--- src/rtl/btn_event_gen.sv ---
// Multi-channel push-button conditioner: synchroniser, debounce, registered edge
// pulses, and long-press detection with optional auto-repeat on evt.
module btn_event_gen #(
    parameter int CH           = 5,
    parameter int SYNC_STAGES  = 2,
    parameter int DEBOUNCE_CYC = 1_000_000,
    parameter int EDGE_MODE    = 0,
    parameter int HOLD_CYC     = 100_000_000,
    parameter int REPEAT_EN    = 1,
    parameter int REPEAT_CYC   = 20_000_000
) (
    input  logic          clk,
    input  logic          rst_n,
    input  logic [CH-1:0] in,
    output logic [CH-1:0] level,
    output logic [CH-1:0] rise,
    output logic [CH-1:0] fall,
    output logic [CH-1:0] evt,
    output logic [CH-1:0] held
);

    localparam int DW = $clog2(DEBOUNCE_CYC + 1);
    localparam int HW = $clog2(HOLD_CYC + 1);
    localparam int RW = $clog2(REPEAT_CYC + 1);

    // Terminal counts: the counter value seen in the cycle before the event fires.
    localparam logic [DW-1:0] DMAX = DW'(DEBOUNCE_CYC - 1);
    localparam logic [HW-1:0] HMAX = HW'(HOLD_CYC - 1);
    localparam logic [RW-1:0] RMAX = RW'(REPEAT_CYC - 1);
    localparam logic          REP_ON = (REPEAT_EN != 0);

    typedef enum logic [1:0] {
        ST_IDLE  = 2'd0,
        ST_PRESS = 2'd1,
        ST_HOLD  = 2'd2
    } lp_state_t;

    generate
        for (genvar gi = 0; gi < CH; gi++) begin : g_ch
            logic [SYNC_STAGES-1:0] sync_reg;
            logic                   s;
            logic [DW-1:0]          dcnt_reg, dcnt_next;
            logic                   level_reg, level_next, level_d_reg;
            logic                   rise_reg, rise_next;
            logic                   fall_reg, fall_next;
            logic                   evt_reg, evt_next, edge_evt;
            logic                   held_reg, held_next;
            logic                   rep_next;
            lp_state_t              state_reg, state_next;
            logic [HW-1:0]          hcnt_reg, hcnt_next;
            logic [RW-1:0]          rcnt_reg, rcnt_next;

            assign s = sync_reg[SYNC_STAGES-1];

            // A glitch that returns to the accepted level, even on the would-be
            // acceptance cycle, simply restarts the count.
            always_comb begin
                dcnt_next  = '0;
                level_next = level_reg;
                if (s != level_reg) begin
                    if (dcnt_reg >= DMAX) begin
                        level_next = s;
                    end else begin
                        dcnt_next = dcnt_reg + 1'b1;
                    end
                end
            end

            assign rise_next = level_reg & ~level_d_reg;
            assign fall_next = ~level_reg & level_d_reg;

            // Leaving PRESS/HOLD is keyed off the debounced level so that the
            // state, held and the repeat stream all drop in the fall cycle.
            always_comb begin
                state_next = state_reg;
                hcnt_next  = hcnt_reg;
                rcnt_next  = rcnt_reg;
                held_next  = held_reg;
                rep_next   = 1'b0;
                unique case (state_reg)
                    ST_IDLE: begin
                        hcnt_next = '0;
                        rcnt_next = '0;
                        held_next = 1'b0;
                        if (rise_reg && level_reg) begin
                            state_next = ST_PRESS;
                            hcnt_next  = HW'(1);
                        end
                    end
                    ST_PRESS: begin
                        if (!level_reg) begin
                            state_next = ST_IDLE;
                            hcnt_next  = '0;
                            rcnt_next  = '0;
                            held_next  = 1'b0;
                        end else if (hcnt_reg >= HMAX) begin
                            state_next = ST_HOLD;
                            held_next  = 1'b1;
                            rcnt_next  = '0;
                            rep_next   = REP_ON;
                        end else begin
                            hcnt_next = hcnt_reg + 1'b1;
                        end
                    end
                    ST_HOLD: begin
                        if (!level_reg) begin
                            state_next = ST_IDLE;
                            hcnt_next  = '0;
                            rcnt_next  = '0;
                            held_next  = 1'b0;
                        end else if (rcnt_reg >= RMAX) begin
                            rcnt_next = '0;
                            rep_next  = REP_ON;
                        end else begin
                            rcnt_next = rcnt_reg + 1'b1;
                        end
                    end
                    default: begin
                        state_next = ST_IDLE;
                        hcnt_next  = '0;
                        rcnt_next  = '0;
                        held_next  = 1'b0;
                    end
                endcase
            end

            always_comb begin
                if (EDGE_MODE == 0) begin
                    edge_evt = rise_next;
                end else if (EDGE_MODE == 1) begin
                    edge_evt = fall_next;
                end else begin
                    edge_evt = rise_next | fall_next;
                end
                evt_next = edge_evt | rep_next;
            end

            always_ff @(posedge clk or negedge rst_n) begin
                if (!rst_n) begin
                    sync_reg    <= '0;
                    dcnt_reg    <= '0;
                    level_reg   <= 1'b0;
                    level_d_reg <= 1'b0;
                    rise_reg    <= 1'b0;
                    fall_reg    <= 1'b0;
                    evt_reg     <= 1'b0;
                    held_reg    <= 1'b0;
                    state_reg   <= ST_IDLE;
                    hcnt_reg    <= '0;
                    rcnt_reg    <= '0;
                end else begin
                    sync_reg    <= {sync_reg[SYNC_STAGES-2:0], in[gi]};
                    dcnt_reg    <= dcnt_next;
                    level_reg   <= level_next;
                    level_d_reg <= level_reg;
                    rise_reg    <= rise_next;
                    fall_reg    <= fall_next;
                    evt_reg     <= evt_next;
                    held_reg    <= held_next;
                    state_reg   <= state_next;
                    hcnt_reg    <= hcnt_next;
                    rcnt_reg    <= rcnt_next;
                end
            end

            assign level[gi] = level_reg;
            assign rise[gi]  = rise_reg;
            assign fall[gi]  = fall_reg;
            assign evt[gi]   = evt_reg;
            assign held[gi]  = held_reg;
        end
    endgenerate

endmodule
--- config.mk ---
export PLATFORM = sky130hd
export DESIGN_NAME = btn_event_gen
export DESIGN_NICKNAME = d
export VERILOG_FILES = /design/src/rtl/btn_event_gen.sv
export SDC_FILE = /design/constraint.sdc
export NUM_CORES = 1
export LEC_CHECK = 0
export ABC_AREA = 1
export BUFFER_PORTS_ARGS = -buffer_cell sky130_fd_sc_hd__buf_2
export CORE_ASPECT_RATIO = 1.4
export CORE_MARGIN = 2
export CORE_UTILIZATION = 45
export CTS_BUF_LIST = sky130_fd_sc_hd__clkbuf_4
export DETAILED_ROUTE_END_ITERATION = 16
export PLACE_DENSITY = 0.63
export SLEW_MARGIN = 40
export SYNTH_ARGS = -nofsm -noshare
export SYNTH_HDL_FRONTEND = slang
export SYNTH_SLANG_ARGS = --single-unit
--- constraint.sdc ---
create_clock -name clk -period 4.3 [get_ports clk]
set_input_delay 0.215 -clock clk [delete_from_list [all_inputs] [get_ports clk]]
set_output_delay 0.215 -clock clk [all_outputs]
set_load 0.03 [all_outputs]
==> impl_metrics.tcl <==
set metrics [dict create \
    synth_xor_area_share_pct 5.15 \
    vias 23900 \
    wl_met3_um 2010 \
    ys_warn_count 0 \
    synth_edf_count 0 \
    syn_area_per_cell_um2 6.84 \
    p_per_area_nw_per_um2 265 \
    yosysMostFrequentCell "nand2_1" \
    crit_fanout 41 \
    instances_no_fill 4721 \
    cpPeakStageDelay_ps 460 \
    cts_made_buffers 107 \
    clock.fmax_mhz 361 \
    hold_viol_final 0 \
    cts-root-buf "clkbuf_4" \
    synth_top_area_share_pct 39.0 \
    synth-seq-cells 410 \
    drt_iter0_drc 1140 \
    max-slew-margin-rel_pct 51.1 \
    antenna_left 0 \
    worst_slew_pin_slew_ps 731 \
    cts_setup_buffers 0 \
    hp-class "register to register" \
    layout.nets 3936 \
    cts.repair.resized 0 \
    io_pins 32 \
    p_leak_nw 12.7 \
    clk_pin_slew_worst_paths_ps 70 \
    netlist_top_cells_area "dfrtp_1 (39%), nand2_1 (16%), nor2_1 (9.2%), nand3_1 (6.0%), inv_1 (5.9%)" \
    highest_layer "met4" \
    insertion_delay_ps 860 \
    critPathRequiredTime_ps 5020 \
    power.total_mw 7.48 \
    endpoint_kind "register" \
    yosysUniqueCellTypes 52 \
    grt_usage_pct 20.7 \
    cts.sinks 410 \
    synth.cell_area_um2 26300 \
    ys_seq_area_share_pct 39.0 \
    utilization_pct 49.1 \
    cts.htree.levels 3 \
    clock_skew_ps 38.5 \
    path_common_cell "inv_1" \
    grt_pass1_vias 23500 \
    synth_top_family_by_area "simple AND/OR/NAND/NOR gates" \
    tns_ps 0 \
    worstSetupPathType "register to register" \
    setup_viol 0 \
    port-buffer-count 31 \
    firstDrtPassIters 5 \
    coreArea_um2 57600 \
    min_period_over_period_pct 64.4 \
    rsz0062_at_grt "no" \
    dieArea_um2 60500 \
    synth_top_cells_by_count "nand2_1 (1,135), nor2_1 (649), inv_1 (411), dfrtp_1 (410), nand3_1 (316)" \
    slew_viol_final 0 \
    dp_hpwl_um 43000 \
    seqCellArea_um2 10300 \
    crit_path_cell_trace "inv_1 > ha_1 > nand2_1 > inv_1 > nand4_4 > buf_4 > nand2_2 > inv_1 > nor2_1" \
    initial_core_util_pct 45.7 \
    syn_nets 3890 \
    n_fill_cell 6023 \
    cts_tree "built" \
    drc 0 \
    routed_wl_um 61200 \
    rows 104 \
    overflow 0 \
    cp_data_arrival_time_ps 3490 \
    chipHeight_um 290 \
    synthArstFlopShare_pct 100 \
    fin_crit_ps 2770 \
    setup.worst_path.start_class "register" \
    dp.cells 4517 \
    crit_slowest_cell "inv_1" \
    grt_pass1_wl_um 107000 \
    synthSimpleGateAreaFrac_pct 39.8 \
    grt_max_degree 95 \
    drive_gt1_share_pct 7.94 \
    viasPerCell 5.05 \
    largest_reg_flops 135 \
    multi_input_area_um2 13600 \
    syn_inst 3853 \
    drv_cap 0 \
    synth_area_leader_cell "dfrtp_1" \
    place_congestion 0.886 \
    cts_buffer_depth 3 \
    peakVddDrop_mv 0.199 \
    wirelength_met1_um 26300 \
    wl_met2_um 31100 \
    synth_fa_ha_area_share_pct 1.43 \
    post_drt_wl_per_cell_um 13.0 \
    synth_compound_area_share_pct 5.33 \
    synth-main-ff-cell "dfrtp_1" \
    antenna_found_initial 1 \
    synth_mux_area_share_pct 0 \
    die_width_um 208 \
    status "finished, final reports clean" \
    syn2layout_area_growth_pct 7.41 \
]
-- report_power, final --
part,switching (mW),total (mW),leakage [nW],internal (mW)
sequential,0.0110,3.88,5.70,3.87
clock,1.65,3.46,0.814,1.81
combinational,0.106,0.142,6.15,0.0358
total,1.77,7.48,12.7,5.72
-- worst max-delay path: cells and delay by family, from the launching register on --
| family | cells | cell delay [ps] |
|---|---|---|
| adder cells (fa/ha/maj) | 1 | 170 |
| buffers and inverters | 4 | 1120 |
| flip-flops | 1 | 360 |
| AND/OR/NAND/NOR | 4 | 960 |
-- area by class of cell --
type | instances | area share, %
antenna | 1 | 0.00885
inverter | 428 | 5.69
timing repair buffer | 61 | 1.75
clock buffer | 153 | 4.06
sequential | 410 | 36.3
multi-input combinational | 2891 | 48.2
tap | 742 | 3.28
clock inverter | 35 | 0.792
-- placed cells by master (no fill, tap or decap), drive strengths merged, types with 5 or more instances in the layout --
master       instances
buf                 49
clkinv              32
dlygate4sd3         12
nand2             1158
nor3b                5
and3                 8
xor2               126
nor4                21
ha                  30
dfrtp              410
nand3b              16
o22ai               17
o211ai               7
or2                 13
o21ai              137
a31oi                6
nor3                95
inv                427
clkbuf             153
nand3              326
a21oi               84
nand4              125
nor2               674
xnor2               29
-- routing by layer --
metal | track usage, % | up-vias
met2 | 37.6 | 390
met1 | 24.0 | 10900
met5 | 0 | -
met3 | 3.06 | 147
met4 | 8.65 | 0
li1 | - | 12400
-- path summary, 6_finish.rpt --
kind                            cells past startpoint                          endpoint                              from  slack [ps]
worst max-delay path                                9  g_ch[0].rcnt_reg[14]$_DFFE_PN0P_  g_ch[0].state_reg[1]$_DFFE_PN0P_        1530
worst max register to register                      9  g_ch[0].rcnt_reg[14]$_DFFE_PN0P_  g_ch[0].state_reg[1]$_DFFE_PN0P_        1530
worst min register to register                      0     g_ch[0].sync_reg[1]$_DFF_PN0_     g_ch[0].sync_reg[0]$_DFF_PN0_         350
worst min-delay path                                0     g_ch[0].sync_reg[1]$_DFF_PN0_     g_ch[0].sync_reg[0]$_DFF_PN0_         350
min in group asynchronous                           4  g_ch[4].hcnt_reg[17]$_DFFE_PN0P_                             rst_n         600
max in group asynchronous                           4    g_ch[0].dcnt_reg[19]$_DFF_PN0_                             rst_n        3230
-- cell families (layout without fill, tap and decap cells) --
family | count (synthesis) | after routing
and+or+nand+nor | 2445 | 2445
AOI/OAI and AO/OA | 261 | 261
xor gates and xnor gates | 155 | 155
adders and majority gates | 30 | 30
other | 0 | 1
DFF | 410 | 410
buffers and inverters | 552 | 677
-- per-stage QoR --
step | hold slack [ps] | worst slack, ps | instance area, um2
floorplan | -80.6 | 2530 | 26300
global placement | 260 | 1610 | 26700
detailed placement | 259 | 1580 | 26800
CTS | 352 | 1520 | 28300
global route | 359 | 1210 | 28300
finish | 348 | 1530 | 28300
-- repair_timing --
action / CTS / global route
setup endpoints to repair: 0 / 0
hold buffers: 13 / 0
endpoints found under the hold margin: 415 / 0
Power figures use the tool's default switching activity.
